--- config.mk ---
export PLATFORM = sky130hd
export DESIGN_NAME = tinker_program_loader
export DESIGN_NICKNAME = d
export VERILOG_FILES = /design/src/rtl/tinker_pkg.sv /design/src/rtl/tinker_byte_packer.sv /design/src/rtl/tinker_program_loader.sv
export SDC_FILE = /design/constraint.sdc
export NUM_CORES = 1
export LEC_CHECK = 0
export ABC_AREA = 1
export BUFFER_PORTS_ARGS = -buffer_cell sky130_fd_sc_hd__buf_4
export CORE_MARGIN = 4
export CORE_UTILIZATION = 62
export CTS_CLUSTER_DIAMETER = 150
export DETAILED_ROUTE_END_ITERATION = 7
export HOLD_SLACK_MARGIN = 0.06
export PLACE_DENSITY = 0.86
export SLEW_MARGIN = 20
export SYNTH_ARGS = -nofsm -noshare
export SYNTH_HDL_FRONTEND = slang
export SYNTH_SLANG_ARGS = --single-unit
--- constraint.sdc ---
create_clock -name clk -period 6.8 [get_ports clk]
set_input_delay 0.68 -clock clk [delete_from_list [all_inputs] [get_ports clk]]
set_output_delay 0.68 -clock clk [all_outputs]
set_load 0.1 [all_outputs]
--- src/rtl/tinker_pkg.sv ---
// Shared types and constants for the tinker program loader.
// Optional checksum support is selected by TINKER_LOADER_CHECKSUM_EN in the loader top.
package tinker_pkg;

  localparam logic [63:0] RESET_PC   = 64'h2000;
  localparam int unsigned WORD_BYTES = 8;
  localparam int unsigned IDX_W      = $clog2(WORD_BYTES);

  typedef enum logic [1:0] {
    COLLECT,
    WRITE,
    DONE,
    ERROR
  } loader_state_t;

  // Number of data bytes held in a word once lane idx has been filled.
  function automatic logic [IDX_W:0] lanes_filled(input logic [IDX_W-1:0] idx);
    return (IDX_W + 1)'(idx) + (IDX_W + 1)'(1);
  endfunction

endpackage

--- src/rtl/tinker_byte_packer.sv ---
// Little-endian byte-to-word packer: lane index counter and zero-padded packing buffer.
// Shared by both builds of the loader (TINKER_LOADER_CHECKSUM_EN has no effect here).
module tinker_byte_packer
  import tinker_pkg::*;
(
  input  logic             clk,
  input  logic             reset,
  input  logic             load,
  input  logic             clear,
  input  logic [7:0]       data,
  output logic [IDX_W-1:0] idx,
  output logic [63:0]      buffer
);

  logic [IDX_W-1:0] idx_q, idx_d;
  logic [63:0]      buf_q, buf_d;

  // Clearing to zero is what provides the padding of a short final word.
  always_comb begin
    idx_d = idx_q;
    buf_d = buf_q;
    if (clear) begin
      idx_d = '0;
      buf_d = '0;
    end else if (load) begin
      buf_d[{idx_q, 3'b000} +: 8] = data;
      idx_d                       = idx_q + IDX_W'(1);
    end
  end

  always_ff @(posedge clk) begin
    if (!reset) begin
      idx_q <= '0;
      buf_q <= '0;
    end else begin
      idx_q <= idx_d;
      buf_q <= buf_d;
    end
  end

  assign idx    = idx_q;
  assign buffer = buf_q;

endmodule

--- src/rtl/tinker_program_loader.sv ---
// Streams a byte image into unified memory from BASE_ADDR and holds the core until it is loaded.
// Define TINKER_LOADER_CHECKSUM_EN to treat the s_last byte as an XOR checksum of the data.
module tinker_program_loader
  import tinker_pkg::*;
#(
  parameter logic [63:0] BASE_ADDR = RESET_PC,
  parameter int unsigned MEM_BYTES = 524288,
  parameter int unsigned CNT_W     = 32
) (
  input  logic             clk,
  input  logic             reset,
  input  logic             s_valid,
  output logic             s_ready,
  input  logic [7:0]       s_data,
  input  logic             s_last,
  output logic             mem_wr_en,
  output logic [63:0]      mem_addr,
  output logic [63:0]      mem_wr_data,
  output logic             core_hold,
  output logic             done,
  output logic             err,
  output logic [CNT_W-1:0] bytes_loaded
);

  loader_state_t    state_q, state_d;
  logic [63:0]      addr_q, addr_d;
  logic             last_q, last_d;
  logic             s_ready_q;
  logic             mem_wr_en_q;
  logic [63:0]      mem_addr_q;
  logic [CNT_W-1:0] bytes_q;

  logic             accept;
  logic             load;
  logic             clear;
  logic             go_write;
  logic             wr_start;
  logic             overflow;
  logic [IDX_W:0]   word_count;
  logic [IDX_W-1:0] idx;
  logic [63:0]      buffer;

`ifdef TINKER_LOADER_CHECKSUM_EN
  logic [7:0] xor_q, xor_d;
  logic [7:0] chk_q, chk_d;
`endif

  assign accept   = s_valid && s_ready_q;
  assign overflow = (addr_q + 64'(WORD_BYTES)) > 64'(MEM_BYTES);
  assign clear    = (state_q != COLLECT);
  assign wr_start = go_write && !overflow;

  tinker_byte_packer u_packer (
    .clk    (clk),
    .reset  (reset),
    .load   (load),
    .clear  (clear),
    .data   (s_data),
    .idx    (idx),
    .buffer (buffer)
  );

  always_comb begin
    state_d    = state_q;
    addr_d     = addr_q;
    last_d     = last_q;
    load       = 1'b0;
    go_write   = 1'b0;
    word_count = lanes_filled(idx);
`ifdef TINKER_LOADER_CHECKSUM_EN
    xor_d      = xor_q;
    chk_d      = chk_q;
`endif
    unique case (state_q)
      COLLECT: begin
        if (accept) begin
`ifdef TINKER_LOADER_CHECKSUM_EN
          if (s_last) begin
            // Checksum byte is not stored; flush a pending partial word first.
            last_d     = 1'b1;
            chk_d      = s_data;
            word_count = (IDX_W + 1)'(idx);
            if (idx != '0) begin
              go_write = 1'b1;
            end else begin
              state_d = (xor_q == s_data) ? DONE : ERROR;
            end
          end else begin
            load  = 1'b1;
            xor_d = xor_q ^ s_data;
            if (idx == '1) begin
              go_write = 1'b1;
            end
          end
`else
          load   = 1'b1;
          last_d = s_last;
          if ((idx == '1) || s_last) begin
            go_write = 1'b1;
          end
`endif
          if (go_write) begin
            state_d = overflow ? ERROR : WRITE;
          end
        end
      end
      WRITE: begin
        addr_d = addr_q + 64'(WORD_BYTES);
        if (last_q) begin
`ifdef TINKER_LOADER_CHECKSUM_EN
          state_d = (xor_q == chk_q) ? DONE : ERROR;
`else
          state_d = DONE;
`endif
        end else begin
          state_d = COLLECT;
        end
      end
      default: begin
        state_d = state_q;
      end
    endcase
  end

  always_ff @(posedge clk) begin
    if (!reset) begin
      state_q     <= COLLECT;
      addr_q      <= BASE_ADDR;
      last_q      <= 1'b0;
      s_ready_q   <= 1'b0;
      mem_wr_en_q <= 1'b0;
      mem_addr_q  <= BASE_ADDR;
      bytes_q     <= '0;
    end else begin
      state_q     <= state_d;
      addr_q      <= addr_d;
      last_q      <= last_d;
      s_ready_q   <= (state_d == COLLECT);
      mem_wr_en_q <= wr_start;
      if (wr_start) begin
        mem_addr_q <= addr_q;
        bytes_q    <= bytes_q + CNT_W'(word_count);
      end
    end
  end

`ifdef TINKER_LOADER_CHECKSUM_EN
  always_ff @(posedge clk) begin
    if (!reset) begin
      xor_q <= '0;
      chk_q <= '0;
    end else begin
      xor_q <= xor_d;
      chk_q <= chk_d;
    end
  end
`endif

  assign s_ready      = s_ready_q;
  assign mem_wr_en    = mem_wr_en_q;
  assign mem_addr     = mem_addr_q;
  // The packing buffer is a register holding the word for exactly the WRITE cycle.
  assign mem_wr_data  = buffer;
  assign core_hold    = (state_q != DONE);
  assign done         = (state_q == DONE);
  assign err          = (state_q == ERROR);
  assign bytes_loaded = bytes_q;

endmodule

== Word level (Yosys, flattened, before mapping) ==
Cells that the tools add are included.

* Equality and inequality tests: 5
* Add/sub/neg operators: 5
* Order comparisons: 1
* Muxes and demuxes: 13
* Reduce and logical (&&, ||, !) cells: 9
* Bitwise gates (word level): 1
* Shift operators: 2

{| class="wikitable"
|+ Operators by type and width
! cell !! number
|-
| $add 64x4->64 const B || 1
|-
| $bwmux 64 || 1
|-
| $gt 64x20->1 const B || 1
|-
| $shift 8x8->64 const A || 1
|-
| $shiftx 8x8->64 || 1
|-
| $add 32x4->32 || 1
|-
| $mux 2 || 4
|-
| $neg 6->8 || 1
|-
| $mux 1 || 7
|-
| $add 3x1->4 const B || 1
|-
| $eq 2x2->1 const B || 2
|-
| $logic_not 2->1 || 2
|-
| $pmux 2 s2 || 1
|-
| $add 3x1->3 const B || 1
|-
| $eq 3x3->1 const B || 1
|-
| $eq 2x1->1 const B || 1
|-
| $logic_and 1x1->1 || 2
|-
| $ne 2x2->1 const B || 1
|-
| $reduce_and 2->1 || 1
|-
| $reduce_bool 2->1 || 1
|-
| $reduce_or 2->1 || 1
|-
| $logic_not 1->1 || 1
|-
| $logic_or 1x1->1 || 1
|-
| $not 1->1 || 1
|}

* Flip-flop bits (word level): 232
* Input port bits: 12
* Output and inout bits: 165
* Word-level logic and storage cells: 45

== Depth between registers and ports, before layout ==
Gate-level depths: netlist of the first run.

* Word-level depth: 9
* Mapped depth: 20
* Depth with buffers taken out: 18

== By module ==
From an unflattened synthesis of the first run, not the netlist that was laid out.

* Cells, all modules: 1,950
* Area, all modules: 12,283.0 um2

{| class="wikitable"
|+ By module, submodules not included
! module !! area an instance (um2) !! instances !! seq. area each (um2) !! cells an instance
|-
| tinker_program_loader || 9,237.6 || 1 || 3,183.1 || 1,502
|-
| tinker_byte_packer || 3,045.4 || 1 || 1,341.3 || 448
|}

== Worst setup path before layout of the first run ==
OpenSTA, ideal clock, no wires.

* Kind: register to output
* Start point: register state_q[1]
* End point: output core_hold
* Cell stages (with the launch flop): 4
* Buffers on the path: 0
* Data arrival time: 2.611 ns
* Slack: 3.509 ns
* Cell sequence: dfxtp_1 -> inv_1 -> nor2_1 -> inv_1

* Word-level cells in the longest chain between the ends: 1

{| class="wikitable"
|+ RTL lines
! what !! line !! text
|-
| start, declared || tinker_program_loader.sv:25 || <nowiki>loader_state_t state_q, state_d;</nowiki>
|-
| start signal, assigned || tinker_program_loader.sv:135 || <nowiki>state_q <= state_d;</nowiki>
|-
| $ne 2x2->1 || tinker_program_loader.sv:164 || <nowiki>assign core_hold = (state_q != DONE);</nowiki>
|-
| end, declared || tinker_program_loader.sv:19 || <nowiki>output logic core_hold,</nowiki>
|}

No other way between the ends.

== Final worst setup path of the first run ==
* Start point: register addr_q[3]
* End point: register mem_addr_q[63], in the netlist mem_addr[63]

* Word-level cells in the longest chain between the ends: 4

{| class="wikitable"
|+ RTL lines
! what !! line !! text
|-
| start, declared || tinker_program_loader.sv:26 || <nowiki>logic [63:0] addr_q, addr_d;</nowiki>
|-
| start signal, assigned || tinker_program_loader.sv:136 || <nowiki>addr_q <= addr_d;</nowiki>
|-
| $add 64x4->64 || tinker_program_loader.sv:49 || <nowiki>assign overflow = (addr_q + 64'(WORD_BYTES)) > 64'(MEM_BYTES);</nowiki>
|-
| $gt 64x20->1 || tinker_program_loader.sv:49 ||
|-
| $logic_not 1->1 || tinker_program_loader.sv:51 || <nowiki>assign wr_start = go_write && !overflow;</nowiki>
|-
| $logic_and 1x1->1 || tinker_program_loader.sv:51 ||
|-
| end signal, assigned || tinker_program_loader.sv:141 || <nowiki>mem_addr_q <= addr_q;</nowiki>
|-
| end, declared || tinker_program_loader.sv:30 || <nowiki>logic [63:0] mem_addr_q;</nowiki>
|}

No other way between the ends.
A chain may end at the register's enable or synchronous reset.

==> flow_summary.ini, run 1 <==
[synthesis]
total_of_flip_flops_plus_latches_after_synthesis = 226
share_of_cell_area_taken_by_muxes_after_synthesis_pct = 0
synth.cell_area_mm2 = 0.0112
yosysSeqAreaShare_pct = 40.2
async_reset_ff_share_pct = 0
postSynth.topFlopCell = dfxtp_1
syn-instance-count = 1669
synth-edff-count = 0
yosys_warnings = 0
synthXorXnorAreaFrac_pct = 4.52
synth_cell_type_count = 33
syn_area_per_cell_um2 = 6.74
post_synth_fa_ha_maj_area_fraction_pct = 1.18
synth_simple_gate_area_share_pct = 30.4
synth_compound_area_share_pct = 12.5
main_combinational_cell_family_by_area_after_synthesis = simple AND/OR/NAND/NOR gates

[timing]
timing.final.hold_violations = 0
finalCritPeriodShare_pct = 62.8
fin_crit_ps = 4270
rsz0062_at_grt = no
timing.fmax_mhz = 234
fin_setup_tns_ps = 0
report.final.slew_viol_count = 0
timing.clock.skew_ps = 22.9
finalHoldWorstSlack_ps = 461
slew_headroom_pct = 30.9
tightest_slew_ps = 1040
finalSetupViolCount = 0

[grt]
number_of_antenna_violations_at_the_first_check_in_global_routing = 0
via_count_of_the_first_global_routing_pass = 10574
pin_count_of_the_biggest_net_entering_global_routing = 96
globalRouteOverflowTotal = 0
grt_pass1_wl_um = 51400
grt_use_total_pct = 30.4

[cts]
cts_made_buffers = 25
path_clk_slew_ps = 60
cts_repair_resize_count = 0
post-cts-setup-buffers = 0
cts-htree-levels = 1
ctsRootBufferMaster = clkbuf_16
clkSinkCount = 226
postCtsHoldBufs = 0
clock_tree.buffer_depth = 3
worst_skew_pair.late_latency_ps = 530
clock_tree_from_tritoncts = built

[final_layout]
nFillCells = 1378
area_growth_pct = 19.6
layout-drive-gt1-share_pct = 13.7
nNetsFinal = 1830
final_util_pct = 76.7
mostFrequentLayoutCells = 386 x nand2_1, 248 x nor2_1, 245 x inv_1
num_antenna_cells = 0
stdcell_count = 2052
layout.cells.most_common = nand2_1

[pwr]
static-leakage-power_nw = 5.87
p_total_mw = 3.28
power.share.clock_pct = 42.0
seqPwrFrac_pct = 42.7
power.ir.vdd_worst_mv = 0.278
internal_power_mw = 2.30
switching_power_uw = 982
sw_frac_of_total_pct = 29.9
p_per_area_mw_per_mm2 = 244
comb_power_share_pct = 15.3

[critical_path]
critPathArrivalTime_ps = 4720
start_kind = register
cp-end-kind = register
type_of_the_setup_path_with_the_least_slack = reg -> reg
critical_path_required_ps = 7250
critPathMaxFanout = 95

[die]
total_die_area_mm2 = 0.0204
core_region_area_mm2 = 0.0175
rows = 48
initial_util_pct = 64.1
die_width_um = 143
io_pins = 177
die_height_um = 143

[placed_design]
place_hpwl_um = 22400
place_congestion = 0.981
port-buffer-count = 173
post-place-cells = 2006

[route]
dr.first_iter.drc_count = 1200
drtAntennaViolNets = 0
dr.pass1.iters = 6
routed_wl_um = 32000
drt_drc_violations_left = 0
wl_per_cell_um = 15.6
routed_via_density = 5.54
vias = 11367

[min_path]
holdCritPathClass = reg -> reg

[flow_run]
drv_cap = 0

[run_status]
result_of_the_run = finished, final reports clean
## state kept, by name (all words and copies together) (netlist names)
signal	count
addr_q	61
s_ready	1
mem_addr	61
u_packer.idx	3
u_packer.buffer	64
mem_wr_en	1
bytes_loaded	32
last_q	1
state_q	2
## path summary, 6_finish.rpt
path,start,end,slack (ps),cells after the start
worst max register to register,addr_q[3],mem_addr[63],2530,17
worst min register to register,mem_addr[13],mem_addr[13],460,2
worst max-delay path,addr_q[3],mem_addr[63],2530,17
worst min-delay path,mem_addr[13],mem_addr[13],460,2
## cell families (layout without fill, tap and decap cells)
logic type	after synthesis	in the layout
other cells	1	3
fa+ha+maj	10	10
buf+inv	319	475
xor+xnor	58	58
flops	226	226
compound gates	250	250
simple gates	805	805
## power groups by stage
stage	sequential, mW	clock (mW)	combinational [mW]
2_1_floorplan	1.56	0	0.253
3_3_place_gp	1.43	0	0.483
3_5_place_dp	1.43	0	0.493
4_1_cts	1.40	1.39	0.498
5_1_grt	1.41	1.44	0.541
6_report	1.40	1.38	0.501
## synth_stat cells, types with 8 or more instances
cell,number,area share (%)
o21ai_0,69,3.1
nand4_1,78,4.3
clkbuf_1,45,1.5
nor3_1,16,0.71
nor4_1,8,0.45
nor2_2,8,0.45
inv_1,245,8.2
a211oi_1,31,2.1
nand2_1,387,13
xnor2_1,21,1.6
ha_1,9,1.0
nor2_1,249,8.3
dfxtp_1,226,40
o211ai_1,30,2.0
xor2_1,37,2.9
nand3_1,42,1.9
buf_2,13,0.58
a21oi_1,114,5.1
## layer usage
metal / part of all wire [%] / up-vias / routed length, um / track usage, %
li1: - / 5610 / - / -
met1: 42 / 5207 / 13500 / 41.0
met2: 46 / 473 / 14600 / 49.1
met3: 8.5 / 77 / 2720 / 5.22
met4: 3.6 / 0 / 1150 / 11.3
met5: 0 / - / 0 / 0
## area by class of cell
class                           count  area (um^2)  area share [%]
Inverter                          248          932            6.93
Sequential cell                   226         4520            33.6
Clock inverter                     10          119           0.884
Multi-Input combinational cell   1126         5490            40.9
Tap cell                          225          282            2.09
Timing Repair Buffer              181         1360            10.1
Clock buffer                       36          737            5.48
## stage by stage
| step | area, um^2 | setup slack [ps] |
|---|---|---|
| CTS | 13400 | 2550 |
| global placement | 12600 | 2770 |
| detailed placement | 12600 | 2650 |
| finish | 13400 | 2530 |
| global route | 13400 | 2180 |
| floorplan | 11300 | 3510 |
## critical path: stages (launching register included)
cell and delay, ps:
dfxtp_1 470, ha_1 260, nand2_1 80, nor2_2 180, nand2_2 130, nor2_1 250
nand3_1 210, nor2_1 160, xnor2_1 150, nand2_1 80, nor2_1 80, nand2_1 90
nor2_4 100, buf_4 490, nand3_4 880, nand2_1 330, inv_1 90, nor2_1 120
(Power assumes the default switching activity.)
==> run 2: changes to the inputs <==
Settings changed: CORE_UTILIZATION 62 to 57, PLACE_DENSITY 0.86 to 0.8.
Clock period 6.8 ns to 4.46 ns, I/O delays scaled along.
==> run 2 against run 1 <==
  * Sequential share of layout area shrank 0.078 points
  * Final area up 0.23%
  * Wire length down 3.1%
  * Cell count rose by 2.0%
  * Via count is 1.8% lower
  * Setup slack worse by 1900 ps
  * Count of clock-buffer cells in the layout is 3 lower
  * Largest cell class unchanged
==> flow_summary.ini, run 2 (synthesized netlist as in run 1, its figures left out) <==
[run_status]
result_of_the_run = finished, final reports clean

[final_layout]
layout.cells.most_common = nand2_1
nNetsFinal = 1831
num_antenna_cells = 0
area_growth_pct = 19.8
layout.cell_area.non_filler_mm2 = 0.0135
nFillCells = 1661
layout-drive-gt1-share_pct = 13.8
stdcell_count = 2093
largest_register_ffs = 64
mostFrequentLayoutCells = 386 x nand2_1, 248 x nor2_1, 245 x inv_1

[timing]
report.final.slew_viol_count = 0
timing.final.hold_violations = 0
rsz0062_at_grt = no
finalCritPeriodShare_pct = 86.7
timing.clock.skew_ps = 19.4
slew_headroom_pct = 30.7
finalSetupViolCount = 0
fin_setup_tns_ps = 0
tightest_slew_ps = 1040
timing.fmax_mhz = 259
fin_crit_ps = 3870

[critical_path]
cp_num_cells = 17
start_kind = register
critPathArrivalTime_ps = 4270
timing.reg2reg.setup_slack_ps = 590
cp_cell_sequence = ha_1 -> nand2_1 -> nor2_2 -> nand2_2 -> nor2_1 -> nand3_1 -> nor2_1 -> xnor2_1 -> nand2_1 -> nor2_1 -> nand2_1 -> nor2_4 -> buf_4 -> nand4_1 -> nand2_1 -> buf_4 -> nor2_1
cp-end-kind = register
critPathMaxFanout = 50
critical_path_required_ps = 4860
cpLargestDelayFamily = simple AND/OR/NAND/NOR gates
type_of_the_setup_path_with_the_least_slack = reg -> reg
critical_path_buf_inv_count = 2
rr_worst_depth = 17
cpMaxStageDelayCell = dfxtp_1
critPathMaxStageDelay_ps = 480

[route]
dr.first_iter.drc_count = 1038
drtAntennaViolNets = 0
routed_wl_um = 31000
wl_per_cell_um = 14.8
dr.pass1.iters = 6
vias = 11167
routed_via_density = 5.34
drt_drc_violations_left = 0

[cts]
clock_tree_from_tritoncts = built
worst_skew_pair.late_latency_ps = 540
cts_repair_resize_count = 0
post-cts-setup-buffers = 0
cts-htree-levels = 1
path_clk_slew_ps = 60
cts_made_buffers = 25
postCtsHoldBufs = 0
ctsRootBufferMaster = clkbuf_16
clock_tree.buffer_depth = 3
clkSinkCount = 226

[pwr]
power.ir.vdd_worst_mv = 0.285
p_per_area_mw_per_mm2 = 367
static-leakage-power_nw = 5.85

[die]
io_pins = 177
total_die_area_mm2 = 0.0220
die_height_um = 148
rows = 51
initial_util_pct = 57.8
core_region_area_mm2 = 0.0195
die_width_um = 148

[grt]
globalRouteOverflowTotal = 0
via_count_of_the_first_global_routing_pass = 10178
pin_count_of_the_biggest_net_entering_global_routing = 80
number_of_antenna_violations_at_the_first_check_in_global_routing = 0
grt_use_total_pct = 27.4
grt_pass1_wl_um = 50500

[placed_design]
post-place-cells = 2047
placed_cell_area_mm2 = 0.0126
place_hpwl_um = 22100
port-buffer-count = 173
place_congestion = 0.976

[min_path]
holdCritPathClass = in -> reg
hold-path-cell-count = 3

[flow_run]
drv_cap = 0
## run 2: changes by cell type in the layout (fill, tap and decap cells not counted), sizes merged
cell      delta
inv          +4
clkbuf       -3
clkinv       -2
buf          +1
bufinv       -1
clkinvlp     +2
## run 2: tightest hold or removal path, cell delays in order
cell and delay (ps):
buf_4 110, nand2_1 80, a21oi_1 70
## run 2: final timing paths
| kind | from | endpoint |
|---|---|---|
| max | addr_q[3] | mem_addr[36] |
| min | s_last | last_q |
| max reg2reg | addr_q[3] | mem_addr[36] |
| min reg2reg | mem_addr[12] | mem_addr[12] |
## run 2: per-layer routing
metal | wire [um] | track usage (%) | up-vias
li1 | - | - | 5606
met1 | 13300 | 37.3 | 5069
met2 | 14300 | 45.1 | 433
met3 | 2710 | 5.24 | 59
met4 | 622 | 7.11 | 0
met5 | 0 | 0 | -
## run 2: cell type report
class | count | area [um^2] | share of cell area [%]
flip-flops and latches | 226 | 4520 | 33.6
clock inverters | 13 | 125 | 0.928
well taps | 265 | 332 | 2.46
multi-input cells | 1126 | 5490 | 40.8
inverters | 248 | 931 | 6.91
repair buffers | 182 | 1370 | 10.1
clock buffers | 33 | 706 | 5.24
## run 2: where the power goes
part           switching [mW]  internal, mW  leakage (nW)  total, mW
Combinational           0.591         0.161          3.62      0.752
Sequential             0.0574          2.08          1.83       2.14
Clock                   0.871          1.19         0.409       2.06
Total                    1.52          3.43          5.85       4.95
## run 2: per-stage QoR
step                worst slack, ps  hold slack [ps]  utilization, %  total power [mW]
floorplan                      1400              441               -              2.77
global placement                754              445            65.0              2.91
detailed placement              670              451            65.0              2.93
CTS                             645              203            69.3              4.98
global route                    215              221            69.3              5.14
finish                          595              224            69.3              4.95
==> run 3: changes to the inputs <==
Settings changed: CORE_MARGIN 4 to unset, MAX_ROUTING_LAYER set to met4.
==> run 3 against run 2 <==
  * Clock power about the same
  * Critical path depth did not move
  * Non-clock buffer count stayed put
  * Utilization grew 0.23 points
  * Sequential share of layout area did not move
  * Flip-flop and latch count unchanged
  * Hold slack better by 8.5 ps
  * Global-route usage grew 3.6 points
  * Clock skew down 4.4 ps
  * Die area decreased by 7.9%
  * Critical path type unchanged
  * Largest cell class unchanged
  * Largest power group unchanged
==> flow_summary.ini, run 3 (synthesized netlist as in run 1, its figures left out) <==
[die]
die_width_um = 142
io_pins = 177
total_die_area_mm2 = 0.0203
core_region_area_mm2 = 0.0194
initial_util_pct = 58.0
die_height_um = 142
rows = 51

[cts]
cts-htree-levels = 1
post-cts-setup-buffers = 0
cts_made_buffers = 25
ctsRootBufferMaster = clkbuf_16
clock_tree.buffer_depth = 3
postCtsHoldBufs = 0
clock_tree_from_tritoncts = built
worst_skew_pair.late_latency_ps = 540
clkSinkCount = 226
path_clk_slew_ps = 60
cts_repair_resize_count = 0

[critical_path]
cpMaxStageDelayCell = buf_4
critPathArrivalTime_ps = 3990
worstSetupStartpoint = addr_q[3]
critPathMaxStageDelay_ps = 720
start_kind = register
type_of_the_setup_path_with_the_least_slack = reg -> reg
cp-end-kind = register
critical_path_buf_inv_count = 4
rr_worst_depth = 17
cp_num_cells = 17
reg2reg_from = addr_q[3]
cpLargestDelayFamily = simple AND/OR/NAND/NOR gates
worst_setup_path_endpoint = mem_addr[28]
critPathMaxFanout = 95
cp_cell_sequence = ha_1 -> nand3_1 -> nor2_2 -> inv_1 -> nor2_1 -> nand3_1 -> xor2_1 -> inv_1 -> nand2_1 -> nor2_1 -> nand2_1 -> nor2_4 -> nand3_4 -> buf_4 -> nand2_1 -> inv_1 -> nor2_1
timing.reg2reg.setup_slack_ps = 880
critical_path_required_ps = 4870
rr_endpoint = mem_addr[28]

[route]
drtAntennaViolNets = 0
vias = 11191
drt_drc_violations_left = 0
dr.pass1.iters = 5
dr.first_iter.drc_count = 955
routed_wl_um = 31200
wl_per_cell_um = 14.9
routed_via_density = 5.35

[grt]
grt_use_total_pct = 31.0
grt_pass1_wl_um = 49500
globalRouteOverflowTotal = 0
via_count_of_the_first_global_routing_pass = 9841
pin_count_of_the_biggest_net_entering_global_routing = 96
number_of_antenna_violations_at_the_first_check_in_global_routing = 0

[final_layout]
layout.cells.most_common = nand2_1
stdcell_count = 2093
largest_register_ffs = 64
layout.cell_area.non_filler_mm2 = 0.0135
final_util_pct = 69.5
mostFrequentLayoutCells = 386 x nand2_1, 249 x nor2_1, 245 x inv_1
area_growth_pct = 19.8
layout-drive-gt1-share_pct = 13.5
nNetsFinal = 1831
num_antenna_cells = 0

[timing]
finalHoldWorstSlack_ps = 232
tightest_slew_ps = 1030
timing.fmax_mhz = 279
timing.clock.skew_ps = 15.0
finalSetupViolCount = 0
finalCritPeriodShare_pct = 80.3
slew_headroom_pct = 30.9
rsz0062_at_grt = no
report.final.slew_viol_count = 0
fin_crit_ps = 3580
fin_setup_tns_ps = 0
timing.final.hold_violations = 0

[placed_design]
port-buffer-count = 173
place_congestion = 1.01
placed_cell_area_mm2 = 0.0126
place_hpwl_um = 22200
post-place-cells = 2047

[min_path]
holdCritPathClass = in -> reg

[pwr]
p_per_area_mw_per_mm2 = 369
static-leakage-power_nw = 5.84
power.ir.vdd_worst_mv = 0.324

[run_status]
result_of_the_run = finished, final reports clean

[flow_run]
drv_cap = 0
## run 3: cell types whose count changed in the layout (fill, tap and decap cells not counted), sizes merged
cell / before / now
clkinvlp: 2 / 3
bufinv: 1 / 2
clkbuf: 33 / 37
clkinv: 6 / 4
inv: 252 / 248
## run 3: layout make-up
class / count / area, um^2
inverters: 248 / 932
multi-input cells: 1126 / 5490
repair buffers: 182 / 1370
clock buffers: 37 / 711
well taps: 265 / 332
fillers: 1737 / 5920
flip-flops and latches: 226 / 4520
clock inverters: 9 / 121
## run 3: worst min-delay path by stage
| stage | endpoint | slack [ps] | start | cells after the start |
|---|---|---|---|---|
| CTS | last_q | 230 | s_last | 3 |
| detailed placement | mem_addr[13] | 450 | mem_addr[13] | 2 |
| global route | last_q | 250 | s_last | 3 |
| finish | last_q | 230 | s_last | 3 |
| global placement | mem_addr[13] | 450 | mem_addr[13] | 2 |
| floorplan | last_q | 440 | last_q | 2 |
## run 3: worst reg2reg max path: cells and delay by family, from the launching register on
family / cells / cell delay, ps
flip-flops: 1 / 460
adder cells (fa/ha/maj): 1 / 250
XOR/XNOR: 1 / 220
buffers and inverters: 4 / 990
AND/OR/NAND/NOR: 11 / 1550
## run 3: stage by stage
step / setup WS (ps) / power, mW
final: 877 / 4.98
after global routing: 573 / 5.15
after CTS: 941 / 5.00
after detailed placement: 983 / 2.94
after global placement: 1050 / 2.92
after floorplan: 1400 / 2.77
## run 3: routing by layer
| metal | part of all wire, % | routed length (um) | up-vias | track usage (%) |
|---|---|---|---|---|
| met5 | 0 | 0 | - | - |
| met4 | 2.4 | 749 | 0 | 8.49 |
| met3 | 7.5 | 2340 | 59 | 4.48 |
| met2 | 45 | 14100 | 392 | 47.7 |
| met1 | 45 | 14000 | 5119 | 42.3 |
| li1 | - | - | 5621 | - |
## run 3: report_power, final
| part | switching (mW) | total [mW] | leakage, nW | internal (mW) |
|---|---|---|---|---|
| clock | 0.847 | 2.08 | 0.397 | 1.23 |
| combinational | 0.601 | 0.763 | 3.62 | 0.162 |
| sequential | 0.0573 | 2.14 | 1.83 | 2.08 |
| total | 1.51 | 4.98 | 5.84 | 3.47 |
